==> config.mk <==
export PLATFORM = sky130hd
export DESIGN_NAME = mac_tx_arbiter_flat
export DESIGN_NICKNAME = d
export VERILOG_FILES = /design/src/rtl/mac_tx_arbiter_if.sv /design/src/rtl/mac_tx_arbiter.sv /design/src/flat_wrapper.sv
export SDC_FILE = /design/constraint.sdc
export NUM_CORES = 1
export LEC_CHECK = 0
export ABC_AREA = 1
export BUFFER_PORTS_ARGS = -buffer_cell sky130_fd_sc_hd__buf_4
export CORE_MARGIN = 2
export CORE_UTILIZATION = 32
export CTS_CLUSTER_SIZE = 10
export DETAILED_ROUTE_END_ITERATION = 10
export SYNTH_ARGS = -nofsm -noshare
export SYNTH_HDL_FRONTEND = slang
export SYNTH_SLANG_ARGS = --single-unit
==> constraint.sdc <==
create_clock -name Clk_user -period 2.44 [get_ports Clk_user]
set_clock_uncertainty 0.2 [all_clocks]
set_input_delay 0 -clock Clk_user [delete_from_list [all_inputs] [get_ports Clk_user]]
set_output_delay 0 -clock Clk_user [all_outputs]
set_load 0.005 [all_outputs]
==> src/rtl/mac_tx_arbiter_if.sv <==
// -----------------------------------------------------------------------------
// mac_tx_arbiter_if
// Purpose : 100M MAC user-side TX beat bus (Clk_user domain). One instance is
//           used per requester and one for the MAC-facing side of the arbiter.
// Signals : wa   - write-allowed, from sink to source
//           wr   - write strobe, source to sink
//           data - 32-bit beat data
//           be   - byte enable, big endian
//           sop  - first beat of a packet
//           eop  - last beat of a packet
// Modports: master - the side that sources beats (drives wr/data/be/sop/eop)
//           slave  - the side that sinks beats (drives wa)
// -----------------------------------------------------------------------------
interface mac_tx_arbiter_if;
    logic        wa;
    logic        wr;
    logic [31:0] data;
    logic [1:0]  be;
    logic        sop;
    logic        eop;

    modport master (input wa, output wr, output data, output be, output sop, output eop);
    modport slave  (output wa, input wr, input data, input be, input sop, input eop);
endinterface

==> src/rtl/mac_tx_arbiter.sv <==
// -----------------------------------------------------------------------------
// mac_tx_arbiter
// Purpose : Packet-granular two-requester arbiter in front of the 100M MAC user
//           TX interface. A grant is held from sop to eop so packets never
//           interleave. Round-robin port selection, a watchdog that reclaims
//           grants from requesters that never start a packet, and per-port
//           packet counters for the status registers.
// Build   : define MAC_TX_ARB_PRIO_EN to give port 0 strict priority instead of
//           round-robin; watchdog, counters and error flags are unchanged.
// Ports   : Clk_user       - user clock (single domain)
//           Reset          - synchronous, active-high
//           Req0/Req1      - requester has a packet pending
//           Gnt0/Gnt1      - registered grant, at most one high
//           tx0/tx1        - requester beat buses (slave side)
//           tx_mac         - MAC beat bus (master side)
//           Pkt_cnt0/1     - packets forwarded per port, wrapping
//           Timeout_err    - one-cycle pulse when the watchdog revokes a grant
//           Proto_err      - one-cycle pulse when a beat without sop is dropped
// -----------------------------------------------------------------------------
module mac_tx_arbiter #(
    parameter int TMO_CYCLES = 255,
    parameter int TMO_W      = 8,
    parameter int CNT_W      = 16
) (
    input  logic             Clk_user,
    input  logic             Reset,
    input  logic             Req0,
    input  logic             Req1,
    output logic             Gnt0,
    output logic             Gnt1,
    mac_tx_arbiter_if.slave  tx0,
    mac_tx_arbiter_if.slave  tx1,
    mac_tx_arbiter_if.master tx_mac,
    output logic [CNT_W-1:0] Pkt_cnt0,
    output logic [CNT_W-1:0] Pkt_cnt1,
    output logic             Timeout_err,
    output logic             Proto_err
);

    typedef enum logic [1:0] {
        IDLE = 2'd0,
        GNT0 = 2'd1,
        GNT1 = 2'd2
    } state_e;

    // Watchdog fires on the cycle its count would reach TMO_CYCLES, so the
    // grant is held for exactly TMO_CYCLES idle cycles.
    localparam logic [TMO_W-1:0] WDOG_LAST = TMO_W'(TMO_CYCLES - 1);

    state_e           state_q, state_d;
    logic             last_q, last_d;
    logic             in_pkt_q, in_pkt_d;
    logic [TMO_W-1:0] wdog_q, wdog_d;
    logic [CNT_W-1:0] pkt_cnt0_q, pkt_cnt0_d;
    logic [CNT_W-1:0] pkt_cnt1_q, pkt_cnt1_d;
    logic             timeout_err_q, timeout_err_d;
    logic             proto_err_q, proto_err_d;

    // Selected-port view of the requester buses
    logic        granted;
    logic        sel_port;
    logic        p_wr, p_sop, p_eop;
    logic [31:0] p_data;
    logic [1:0]  p_be;
    logic        req_own, req_oth;
    logic        fwd_ok, mac_wr, accept, proto_hit;

    // Arbitration among pending requests; `last` is the port served most
    // recently and loses a tie under round-robin.
    function automatic state_e pick(input logic r0, input logic r1, input logic last);
        state_e tie_winner;
        tie_winner = last ? GNT0 : GNT1;
`ifdef MAC_TX_ARB_PRIO_EN
        tie_winner = GNT0;
`endif
        if (r0 && r1)
            return tie_winner;
        else if (r0)
            return GNT0;
        else if (r1)
            return GNT1;
        return IDLE;
    endfunction

    // Datapath mux and beat qualification
    always_comb begin
        granted   = (state_q != IDLE);
        sel_port  = (state_q == GNT1);
        p_wr      = sel_port ? tx1.wr   : tx0.wr;
        p_sop     = sel_port ? tx1.sop  : tx0.sop;
        p_eop     = sel_port ? tx1.eop  : tx0.eop;
        p_data    = sel_port ? tx1.data : tx0.data;
        p_be      = sel_port ? tx1.be   : tx0.be;
        req_own   = sel_port ? Req1 : Req0;
        req_oth   = sel_port ? Req0 : Req1;
        // A beat outside a packet is only forwarded if it opens one.
        fwd_ok    = in_pkt_q | p_sop;
        mac_wr    = granted & p_wr & fwd_ok;
        accept    = mac_wr & tx_mac.wa;
        proto_hit = granted & p_wr & tx_mac.wa & ~in_pkt_q & ~p_sop;
    end

    assign tx_mac.wr   = mac_wr;
    assign tx_mac.data = granted ? p_data : 32'd0;
    assign tx_mac.be   = granted ? p_be   : 2'd0;
    assign tx_mac.sop  = granted & p_sop;
    assign tx_mac.eop  = granted & p_eop;
    // The requester still sees wa=1 on a dropped beat; only its grant gates it.
    assign tx0.wa      = (state_q == GNT0) & tx_mac.wa;
    assign tx1.wa      = (state_q == GNT1) & tx_mac.wa;

    assign Gnt0        = (state_q == GNT0);
    assign Gnt1        = (state_q == GNT1);
    assign Pkt_cnt0    = pkt_cnt0_q;
    assign Pkt_cnt1    = pkt_cnt1_q;
    assign Timeout_err = timeout_err_q;
    assign Proto_err   = proto_err_q;

    // Next-state, packet tracking, watchdog and counters
    always_comb begin
        // NOTE: every variable gets a default here first so no path leaves it
        // unassigned, which would otherwise infer a latch.
        state_d       = state_q;
        last_d        = last_q;
        in_pkt_d      = in_pkt_q;
        wdog_d        = wdog_q;
        pkt_cnt0_d    = pkt_cnt0_q;
        pkt_cnt1_d    = pkt_cnt1_q;
        timeout_err_d = 1'b0;
        proto_err_d   = proto_hit;

        case (state_q)
            IDLE: begin
                state_d = pick(Req0, Req1, last_q);
                wdog_d  = '0;   // grant entry starts from a clear watchdog
            end
            GNT0, GNT1: begin
                if (accept) begin
                    wdog_d = '0;
                    if (p_sop)
                        in_pkt_d = 1'b1;
                    if (p_eop) begin
                        in_pkt_d = 1'b0;
                        last_d   = sel_port;
                        if (sel_port)
                            pkt_cnt1_d = pkt_cnt1_q + CNT_W'(1);
                        else
                            pkt_cnt0_d = pkt_cnt0_q + CNT_W'(1);
                        // Hand over without a dead cycle only if the other
                        // port is waiting; otherwise go back to IDLE.
                        state_d = req_oth ? pick(Req0, Req1, sel_port) : IDLE;
                    end
                end else if (!in_pkt_q) begin
                    if (!req_own) begin
                        state_d = IDLE;
                        wdog_d  = '0;
                    end else if (wdog_q == WDOG_LAST) begin
                        timeout_err_d = 1'b1;
                        last_d        = sel_port;
                        state_d       = IDLE;
                        wdog_d        = '0;
                    end else begin
                        wdog_d = wdog_q + TMO_W'(1);
                    end
                end
                // Mid-packet stalls hold the watchdog: no timeout inside a packet.
            end
            default: state_d = IDLE;
        endcase
    end

    // NOTE: state registers use non-blocking assignments so every flop samples
    // the pre-edge values computed above, independent of statement order.
    always_ff @(posedge Clk_user) begin
        if (Reset) begin
            state_q       <= IDLE;
            last_q        <= 1'b1;   // port 0 wins the first tie
            in_pkt_q      <= 1'b0;
            wdog_q        <= '0;
            pkt_cnt0_q    <= '0;
            pkt_cnt1_q    <= '0;
            timeout_err_q <= 1'b0;
            proto_err_q   <= 1'b0;
        end else begin
            state_q       <= state_d;
            last_q        <= last_d;
            in_pkt_q      <= in_pkt_d;
            wdog_q        <= wdog_d;
            pkt_cnt0_q    <= pkt_cnt0_d;
            pkt_cnt1_q    <= pkt_cnt1_d;
            timeout_err_q <= timeout_err_d;
            proto_err_q   <= proto_err_d;
        end
    end

endmodule

==> src/flat_wrapper.sv <==
// flat-port wrapper written by rule: the top's interface ports become plain ports
module mac_tx_arbiter_flat 
#(
    parameter int TMO_CYCLES = 255,
    parameter int TMO_W      = 8,
    parameter int CNT_W      = 16
)
  (Clk_user, Reset, Req0, Req1, Gnt0, Gnt1, Pkt_cnt0, Pkt_cnt1, Timeout_err, Proto_err, tx0_wa, tx0_wr, tx0_data, tx0_be, tx0_sop, tx0_eop, tx1_wa, tx1_wr, tx1_data, tx1_be, tx1_sop, tx1_eop, tx_mac_wa, tx_mac_wr, tx_mac_data, tx_mac_be, tx_mac_sop, tx_mac_eop);
  mac_tx_arbiter_if tx0_i ();
  mac_tx_arbiter_if tx1_i ();
  mac_tx_arbiter_if tx_mac_i ();
  input  logic Clk_user;
  input  logic Reset;
  input  logic Req0;
  input  logic Req1;
  output logic Gnt0;
  output logic Gnt1;
  output logic [CNT_W-1:0] Pkt_cnt0;
  output logic [CNT_W-1:0] Pkt_cnt1;
  output logic Timeout_err;
  output logic Proto_err;
  output wire logic [$bits(tx0_i.wa)-1:0] tx0_wa;
  input wire logic [$bits(tx0_i.wr)-1:0] tx0_wr;
  input wire logic [$bits(tx0_i.data)-1:0] tx0_data;
  input wire logic [$bits(tx0_i.be)-1:0] tx0_be;
  input wire logic [$bits(tx0_i.sop)-1:0] tx0_sop;
  input wire logic [$bits(tx0_i.eop)-1:0] tx0_eop;
  output wire logic [$bits(tx1_i.wa)-1:0] tx1_wa;
  input wire logic [$bits(tx1_i.wr)-1:0] tx1_wr;
  input wire logic [$bits(tx1_i.data)-1:0] tx1_data;
  input wire logic [$bits(tx1_i.be)-1:0] tx1_be;
  input wire logic [$bits(tx1_i.sop)-1:0] tx1_sop;
  input wire logic [$bits(tx1_i.eop)-1:0] tx1_eop;
  input wire logic [$bits(tx_mac_i.wa)-1:0] tx_mac_wa;
  output wire logic [$bits(tx_mac_i.wr)-1:0] tx_mac_wr;
  output wire logic [$bits(tx_mac_i.data)-1:0] tx_mac_data;
  output wire logic [$bits(tx_mac_i.be)-1:0] tx_mac_be;
  output wire logic [$bits(tx_mac_i.sop)-1:0] tx_mac_sop;
  output wire logic [$bits(tx_mac_i.eop)-1:0] tx_mac_eop;
  assign tx0_wa = tx0_i.wa;
  assign tx0_i.wr = tx0_wr;
  assign tx0_i.data = tx0_data;
  assign tx0_i.be = tx0_be;
  assign tx0_i.sop = tx0_sop;
  assign tx0_i.eop = tx0_eop;
  assign tx1_wa = tx1_i.wa;
  assign tx1_i.wr = tx1_wr;
  assign tx1_i.data = tx1_data;
  assign tx1_i.be = tx1_be;
  assign tx1_i.sop = tx1_sop;
  assign tx1_i.eop = tx1_eop;
  assign tx_mac_i.wa = tx_mac_wa;
  assign tx_mac_wr = tx_mac_i.wr;
  assign tx_mac_data = tx_mac_i.data;
  assign tx_mac_be = tx_mac_i.be;
  assign tx_mac_sop = tx_mac_i.sop;
  assign tx_mac_eop = tx_mac_i.eop;
  mac_tx_arbiter #(.TMO_CYCLES(TMO_CYCLES), .TMO_W(TMO_W), .CNT_W(CNT_W)) u_core (.Clk_user(Clk_user), .Reset(Reset), .Req0(Req0), .Req1(Req1), .Gnt0(Gnt0), .Gnt1(Gnt1), .tx0(tx0_i), .tx1(tx1_i), .tx_mac(tx_mac_i), .Pkt_cnt0(Pkt_cnt0), .Pkt_cnt1(Pkt_cnt1), .Timeout_err(Timeout_err), .Proto_err(Proto_err));
endmodule
# Yosys cells after proc, flatten, opt, wreduce, memory -nomap -nowiden
# Index checks and enable logic that the tools add are counted.
# totals
ff_bits	46
inputBits	79
elab_cells	94
# op_classes
add_sub_neg	3
eq_ne	8
muxes	44
bitwise	16
n_reduce_logical	15
# ops
cell	n
$mux W32	2
$add A16 B1 Y16 const B	2
$mux W2	16
$mux W8	4
$mux W1	20
$pmux W8 S2	1
$and A1 B1 Y1	10
$reduce_bool A2 Y1	5
$add A8 B1 Y8 const B	1
$eq A8 B8 Y1 const B	1
$reduce_and A4 Y1	2
$reduce_and A3 Y1	2
$not A1 Y1	5
$reduce_and A5 Y1	1
$reduce_or A5 Y1	1
$ne A4 B4 Y1 const B	1
$pmux W2 S2	1
$ne A3 B2 Y1 const B	1
$ne A3 B3 Y1 const B	1
$eq A2 B1 Y1 const B	1
$eq A2 B2 Y1 const B	1
$logic_not A2 Y1	1
$ne A2 B1 Y1 const B	1
$ne A2 B2 Y1 const B	1
other kinds (4)	4

# Logic depth before layout (Yosys ltp)
# Gate-level depths: netlist of the first run.
# logic_depth
ltp_word	12
ltp_mapped	15
mapped_depth_nobuf	13

# Least setup slack after synthesis of the first run
# Ideal clock, no wire load.
# synth_path
kind	reg2reg
startpoint	register u_core.state_q[0]
endpoint	register u_core.pkt_cnt1_q[1], in the netlist u_core.Pkt_cnt1[1]
setup_ns	0.116
arrival_time_ns	1.765
required_ns	2.124
path_slack_ns	0.360
stages_incl_launch_ff	15
n_path_buf	2
path_cell_list	dfxtp_1 inv_1 ha_1 inv_2 buf_6 nand2_2 nand2_4 nand3_4 nor2_4 nand2_4 nor2_8 inv_2 buf_6 nor2_1 nor2_1
# synth_via
elab_chain_len	6
# synth_lines
element	line	rtl
start, declared	mac_tx_arbiter.sv:50	state_e state_q, state_d;
start signal, assigned	mac_tx_arbiter.sv:185	state_q <= state_d;
$eq A2 B2 Y1 (*)	n/a	
net Gnt1	flat_wrapper.sv:17	output logic Gnt1;
$mux W1 (on tied branches)	mac_tx_arbiter.sv:89, mac_tx_arbiter.sv:90	
$and A1 B1 Y1 / $or A1 B1 Y1 (equally long branches)	mac_tx_arbiter.sv:98, mac_tx_arbiter.sv:97	
$and A1 B1 Y1	mac_tx_arbiter.sv:98	mac_wr = granted & p_wr & fwd_ok;
$and A1 B1 Y1	mac_tx_arbiter.sv:99	accept = mac_wr & tx_mac.wa;
$reduce_and A4 Y1 (no line) (*)	n/a	
end signal, assigned	mac_tx_arbiter.sv:190	pkt_cnt1_q <= pkt_cnt1_d;
end, declared	mac_tx_arbiter.sv:55	logic [CNT_W-1:0] pkt_cnt1_q, pkt_cnt1_d;
# Mark *: on every way through the listed nets, which the timed path passes. The rest lies on a longest branch.
# A chain may end at the register's enable or synchronous reset.

# Final worst setup path of the first run
# layout_path
startpoint	register u_core.state_q[0]
endpoint	register u_core.pkt_cnt1_q[0], in the netlist u_core.Pkt_cnt1[0]
# layout_via
elab_chain_len	6
# layout_lines
element	line
$eq A2 B2 Y1	mac_tx_arbiter.sv:88, mac_tx_arbiter.sv:132
$mux W1 (on tied branches)	mac_tx_arbiter.sv:89, mac_tx_arbiter.sv:90
$and A1 B1 Y1 / $or A1 B1 Y1 (equally long branches)	mac_tx_arbiter.sv:98, mac_tx_arbiter.sv:97
$and A1 B1 Y1	mac_tx_arbiter.sv:98
$and A1 B1 Y1	mac_tx_arbiter.sv:99
$reduce_and A4 Y1 (no line) (*)	n/a
# Every way passes the cells marked *; elsewhere a longest branch is shown, timed or not.

==> results of run 1 <==
-- metrics by stage --
stage | setup WS, ps | power (W) | cells | cell area (µm²)
floorplan | 359.5 | 0.001715 | 531 | 3223
global placement | 203.9 | 0.002480 | 801 | 4462
detailed placement | 127.3 | 0.002496 | 801 | 4462
CTS | 115.0 | 0.003120 | 816 | 4644
global route | 9.547 | 0.003330 | 819 | 4682
finish | 244.3 | 0.003076 | 819 | 4682
-- state kept, by name (all words and copies together) (netlist names) --
register / count
u_core.last_q: 1
u_core.state_q: 2
u_core.Pkt_cnt0: 16
u_core.wdog_q: 8
u_core.Pkt_cnt1: 16
u_core.Timeout_err: 1
u_core.in_pkt_q: 1
u_core.Proto_err: 1
-- power by group --
group	switching, W	internal, W
logic	0.000929	0.000766
registers	0.0000261	0.000779
clock network	0.000269	0.000307
total	0.00122	0.00185
-- final cells by class --
type | instances | area share [%]
Clock buffer | 5 | 1.470
Inverter | 49 | 3.928
Sequential cell | 46 | 19.67
Tap cell | 133 | 3.554
Timing Repair Buffer | 168 | 27.58
Clock inverter | 3 | 0.9353
Multi-Input combinational cell | 415 | 42.86
-- what timing repair did --
action	CTS	global route
setup endpoints to repair	0	22
hold buffers	7	0
endpoints found under the hold margin	34	0
buffers inserted	0	3
resized for setup	0	1
-- worst min-delay path by stage --
stage                     slack (ps)                 end   startpoint  cells after the start
after floorplan                 -120              tx1_wa    tx_mac_wa                      2
after global placement           100      tx_mac_data[5]  tx1_data[5]                      4
after detailed placement         110      tx_mac_data[4]  tx1_data[4]                      4
after CTS                         10     u_core.in_pkt_q      tx1_sop                      5
after global routing              60  u_core.Pkt_cnt1[2]      tx1_eop                      5
final                             30  u_core.Pkt_cnt1[2]      tx1_eop                      5
-- placed cells by master, fill, tap and decap left out, drive strengths merged, types with 2 or more instances in the layout --
master	count
nand2	127
xnor2	2
buf	161
nor3	21
o21ai	46
nor4	2
nand4	4
ha	8
dfxtp	46
xor2	16
nor2	115
inv	50
a21oi	36
clkbuf	5
nand3	32
dlygate4sd3	7
nand3b	2
-- Yosys cell counts, drive strengths merged --
cell type	count	share of area (%)
nand3	32	5.7
and2	1	0.19
nor3	21	3.3
or2	1	0.19
nand4	4	0.78
buf	9	2.1
o21ai	46	7.1
xnor2	2	0.54
xor2	16	4.3
nor4	2	0.39
o21bai	1	0.23
inv	49	5.7
nand3b	2	0.47
nand2	127	15
a21oi	36	5.6
clkbuf	12	1.4
a31oi	1	0.19
ha	8	3.1
dfxtp	46	29
nor2	115	15
-- metal layers --
layer / GRT usage, % / up-vias
met3: 3.070 / 16
met1: 22.57 / 1715
met4: 5.019 / 0
met2: 32.35 / 83
met5: 0 / -
li1: - / 2002
-- cell families (layout without fill, tap and decap cells) --
family / count (synthesis) / in the layout / synth area share, %
fa+ha+maj: 8 / 8 / 3.106
compound gates: 84 / 84 / 13.16
buf+inv: 70 / 225 / 9.239
simple gates: 305 / 305 / 41.03
xor+xnor: 18 / 18 / 4.891
flops: 46 / 46 / 28.57
-- critical path, cell delays in order (launching register included) --
cell and delay [ps]:
dfxtp_1 340, inv_1 100, ha_2 240, buf_4 150, nand2_1 80, nand2_4 90
nand3_4 90, nor2_4 180, nand2_4 100, nor2_8 180, inv_2 150, nand2_1 110
a21oi_1 60
==> results_tabular.tex, run 1 <==
\begin{tabular}{lr}
\hline
Metric & Value \\
\hline
\multicolumn{2}{l}{\textbf{GRT}} \\
Initial antenna violation count & 0 \\
Total routing resource utilization after global routing & 18.22\% \\
Global-route wire length before repair & 16930 µm \\
Via count of the first global-routing pass & 3630 \\
Total congestion overflow & 0 \\
Pin count of the biggest net entering global routing & 36 \\
\multicolumn{2}{l}{\textbf{CTS}} \\
Clk slew on worst S/H paths & 90 ps \\
Clock H-tree levels & 2 \\
Master cell of the clock root buffer & clkbuf\_8 \\
Total CTS buffers & 5 \\
Clock tree from TritonCTS & yes \\
Sink count of the clock tree & 46 \\
Buffer levels on the longest clock path & 2 \\
Clock latency of the later-clocked register in the worst-skew pair & 290 ps \\
\multicolumn{2}{l}{\textbf{Finish}} \\
Diode insertion count for antenna repair & 0 \\
Area Growth Syn to Fin & 45.26\% \\
Reg area & 920.9 µm² \\
Multi-input gate area & 2007 µm² \\
Filler cells & 1028 \\
Fraction of layout instances using a drive strength above 1 & 26.97\% \\
Post-layout utilization of the core & 47.90\% \\
Final net count & 772 \\
\multicolumn{2}{l}{\textbf{Setup path}} \\
Path depth of the worst reg2reg path & 12 \\
Arrival time of the worst setup path & 2170 ps \\
WS Path Type & flip-flop to flip-flop \\
Crit Reg-Reg Endpoint & u\_core.Pkt\_cnt1[0] \\
CP Max Fanout & 16 \\
Sort of element at the start of the critical path & flip-flop \\
End of the critical path & u\_core.Pkt\_cnt1[0] \\
Reg-to-reg setup timing slack & 240 ps \\
Start point of the critical path & u\_core.state\_q[0] \\
RR Startpoint & u\_core.state\_q[0] \\
Worst path required time & 2410 ps \\
Crit path capture type & flip-flop \\
\multicolumn{2}{l}{\textbf{Synthesis}} \\
Count of unique library cells instantiated by Yosys & 29 \\
Mean cell area of the mapped netlist & 6.070 µm² \\
Synthesized netlist cell count & 531 \\
Synthesis warning total & 0 \\
Syn\_nets & 618 \\
Sequential fraction of the synthesis area & 28.57\% \\
Mapped cell area & 3223 µm² \\
Total of flip-flops plus latches after synthesis & 46 \\
\multicolumn{2}{l}{\textbf{Timing}} \\
Ratio of final minimum period to clock period & 89.99\% \\
Max Clock Freq & 455.4 MHz \\
Setup TNS & 0 ps \\
Total of endpoints with negative setup slack in the final report & 0 \\
Remaining max-slew budget at the tightest pin & 73.04\% \\
Number of pins exceeding their max-slew limit in the final report & 0 \\
Final hold viol count & 0 \\
Unrepaired setup endpoints after global routing & no \\
Shortest period the worst path allows & 2196 ps \\
Hold WS & 27.87 ps \\
Slew at the pin with the worst max-slew slack & 400.7 ps \\
\multicolumn{2}{l}{\textbf{Detailed routing}} \\
Number of design-rule violations left by the first detailed-router iteration & 143 \\
Total vias in the final route & 3816 \\
DR vias/cell & 4.659 \\
Wire length on met3 & 375 µm \\
Number of design rule violations left after detail routing & 0 \\
Met1 Routed Length & 4484 µm \\
Post-detailed-route count of antenna-violating nets & 0 \\
Routed met2 length & 4949 µm \\
Highest routing layer actually used & met4 \\
Number of detailed-route iterations in the first pass & 4 \\
Total wire length & 10010 µm \\
Average wire per cell in the routed design & 12.22 µm \\
\multicolumn{2}{l}{\textbf{Floorplan}} \\
Die Ht & 104.4 µm \\
Starting Density & 32.97\% \\
Row cnt & 36 \\
Number of placed I/O pins & 154 \\
Die Area & 10890 µm² \\
Width of the die & 104.4 µm \\
Core region area & 9774 µm² \\
\multicolumn{2}{l}{\textbf{Power and ir drop}} \\
Maximum vdd ir drop & 0.0003186 V \\
Power per cell area & 657.1 nW/µm² \\
Pleak & 2.148 nW \\
\multicolumn{2}{l}{\textbf{Placed design}} \\
Post-DP HPWL & 7732 µm \\
Number of port buffers & 153 \\
RD Place Congestion & 0.8990 \\
\multicolumn{2}{l}{\textbf{Worst hold path}} \\
Worst Hold Class & input pin to flip-flop \\
\multicolumn{2}{l}{\textbf{Run status}} \\
Result of the run & completed \\
\multicolumn{2}{l}{\textbf{Run}} \\
Max-cap check violation count & 0 \\
\hline
\end{tabular}
(Power assumes the default switching activity.)
==> inputs of run 2 (changes only) <==
==> constraint.sdc (replaced) <==
create_clock -name Clk_user -period 2.44 [get_ports Clk_user]
set_clock_uncertainty 0.2 [all_clocks]
set_input_delay 0.366 -clock Clk_user [delete_from_list [all_inputs] [get_ports Clk_user]]
set_output_delay 0.366 -clock Clk_user [all_outputs]
set_load 0.005 [all_outputs]
==> results_tabular.tex, run 2 (synthesis gave the netlist of run 1 again) <==
\begin{tabular}{lr}
\hline
Metric & Value \\
\hline
\multicolumn{2}{l}{\textbf{Run status}} \\
Result of the run & completed (unchanged) \\
\multicolumn{2}{l}{\textbf{Finish}} \\
Post-Layout Cell Count & 817 (was 819) \\
Commonest non-fill, non-tap cells in the layout & buf\_4, nand2\_1, nor2\_1 (unchanged) \\
Fraction of layout instances using a drive strength above 1 & 28.07\% (was 26.97\%) \\
Filler cells & 1042 (was 1028) \\
Diode insertion count for antenna repair & 0 (unchanged) \\
Most common library cell in the layout ignoring fill and taps & buf\_4 (unchanged) \\
Final net count & 770 (was 772) \\
Area Growth Syn to Fin & 44.33\% (was 45.26\%) \\
\multicolumn{2}{l}{\textbf{Setup path}} \\
Reg-to-reg setup timing slack & 220 ps (was 240 ps) \\
CP Max Fanout & 7 (was 16) \\
Worst path required time & 1870 ps (was 2410 ps) \\
Arrival time of the worst setup path & 1780 ps (was 2170 ps) \\
Crit path capture type & output port (was flip-flop) \\
Sort of element at the start of the critical path & flip-flop (unchanged) \\
Path depth of the worst reg2reg path & 12 (unchanged) \\
WS Path Type & flip-flop to output port (was flip-flop to flip-flop) \\
\multicolumn{2}{l}{\textbf{CTS}} \\
Clk slew on worst S/H paths & 90 ps (about the same) \\
Clock tree from TritonCTS & yes (unchanged) \\
Clock latency of the later-clocked register in the worst-skew pair & 300 ps (was 290 ps) \\
Master cell of the clock root buffer & clkbuf\_8 (unchanged) \\
Total CTS buffers & 5 (unchanged) \\
Clock H-tree levels & 2 (unchanged) \\
Sink count of the clock tree & 46 (unchanged) \\
Buffer levels on the longest clock path & 2 (unchanged) \\
\multicolumn{2}{l}{\textbf{Floorplan}} \\
Row cnt & 36 (unchanged) \\
Die Area & 10890 µm² (unchanged) \\
Width of the die & 104.4 µm (unchanged) \\
Die Ht & 104.4 µm (unchanged) \\
Number of placed I/O pins & 154 (unchanged) \\
Core region area & 9774 µm² (unchanged) \\
Starting Density & 32.97\% (unchanged) \\
\multicolumn{2}{l}{\textbf{GRT}} \\
Pin count of the biggest net entering global routing & 35 (was 36) \\
Global-route wire length before repair & 17080 µm (was 16930 µm) \\
Total routing resource utilization after global routing & 18.56\% (was 18.22\%) \\
Via count of the first global-routing pass & 3591 (was 3630) \\
Initial antenna violation count & 0 (unchanged) \\
Total congestion overflow & 0 (unchanged) \\
\multicolumn{2}{l}{\textbf{Detailed routing}} \\
Total wire length & 10180 µm (was 10010 µm) \\
Total vias in the final route & 3810 (was 3816) \\
Post-detailed-route count of antenna-violating nets & 0 (unchanged) \\
Number of detailed-route iterations in the first pass & 5 (was 4) \\
Number of design rule violations left after detail routing & 0 (unchanged) \\
Average wire per cell in the routed design & 12.46 µm (was 12.22 µm) \\
DR vias/cell & 4.663 (was 4.659) \\
Number of design-rule violations left by the first detailed-router iteration & 164 (was 143) \\
\multicolumn{2}{l}{\textbf{Timing}} \\
Setup TNS & 0 ps (unchanged) \\
Max Clock Freq & 426.3 MHz (was 455.4 MHz) \\
Unrepaired setup endpoints after global routing & yes (was no) \\
Ratio of final minimum period to clock period & 96.13\% (was 89.99\%) \\
Number of pins exceeding their max-slew limit in the final report & 0 (unchanged) \\
Final hold viol count & 0 (unchanged) \\
Shortest period the worst path allows & 2346 ps (was 2196 ps) \\
Remaining max-slew budget at the tightest pin & 72.98\% (was 73.04\%) \\
Total of endpoints with negative setup slack in the final report & 0 (unchanged) \\
Slew at the pin with the worst max-slew slack & 401.6 ps (was 400.7 ps) \\
\multicolumn{2}{l}{\textbf{Worst hold path}} \\
Number of cells traversed by the worst hold path & 3 (was 5) \\
Worst Hold Class & input pin to flip-flop (unchanged) \\
\multicolumn{2}{l}{\textbf{Power and ir drop}} \\
Power per cell area & 682.2 nW/µm² (was 657.1 nW/µm²) \\
Pleak & 2.147 nW (was 2.148 nW) \\
Maximum vdd ir drop & 0.0004490 V (was 0.0003186 V) \\
Tot Pwr & 0.003174 W (was 0.003076 W) \\
\multicolumn{2}{l}{\textbf{Placed design}} \\
Number of port buffers & 153 (unchanged) \\
RD Place Congestion & 0.9141 (was 0.8990) \\
Post-DP HPWL & 7809 µm (was 7732 µm) \\
Number of placed instances with taps included & 802 (was 801) \\
\multicolumn{2}{l}{\textbf{Run}} \\
Max-cap check violation count & 0 (unchanged) \\
\hline
\end{tabular}
## run 2: path summary, 6_finish.rpt
kind                             from             endpoint
hold reg to reg   u_core.Pkt_cnt1[13]  u_core.Pkt_cnt1[13]
setup reg to reg    u_core.state_q[0]  u_core.Pkt_cnt1[10]
hold / removal              tx_mac_wa     u_core.Proto_err
setup / recovery    u_core.state_q[0]           tx_mac_eop
## run 2: through the flow
step / hold slack [ps] / cell area [µm²] / utilization [%] / setup WS (ps)
final: 211.3 / 4652 / 47.59 / 94.34
after global routing: 212.6 / 4652 / 47.59 / -28.67
after CTS: 207.5 / 4588 / 46.94 / 39.44
after detailed placement: 278.6 / 4469 / 45.72 / 122.3
after global placement: 266.5 / 4469 / 45.72 / 203.3
after floorplan: 243.9 / 3223 / - / 359.5
## run 2: repair_timing
action / in CTS / in global routing
gates resized for setup: 3 / 3
cloned: 0 / 0
hold buffers: 0 / 0
setup buffers: 0 / 7
pin swaps: 0 / 1
setup endpoints to repair: 31 / 44
## run 2: area by class of cell
type,instances,area (µm²),share of cell area (%)
multi-input cells,415,2009,43.20
repair buffers,166,1259,27.06
flip-flops and latches,46,920.9,19.80
inverters,49,183.9,3.954
well taps,133,166.4,3.577
clock buffers,5,68.82,1.479
clock inverters,3,43.79,0.9414
## run 2: critical path, cell delays in order (launching register included)
cell,delay [ps]
dfxtp_1,340
inv_1,100
ha_2,240
buf_4,160
nand2_2,100
nand2_1,160
inv_1,110
nor2_1,140
buf_4,130
## run 2: metal layers
| layer | vias up | global-route usage [%] | wire (µm) |
|---|---|---|---|
| li1 | 1989 | - | - |
| met1 | 1692 | 22.85 | 4328 |
| met2 | 113 | 32.35 | 5135 |
| met3 | 16 | 3.634 | 505 |
| met4 | 0 | 5.985 | 214 |
| met5 | - | 0 | 0 |
## run 2: power breakdown
group	total (W)	switching [W]	internal [W]	leakage (nW)
clock	0.000591	0.000283	0.000308	0.0585
combinational	0.00178	0.000956	0.000821	1.72
sequential	0.000806	0.0000272	0.000779	0.371
total	0.00317	0.00127	0.00191	2.15
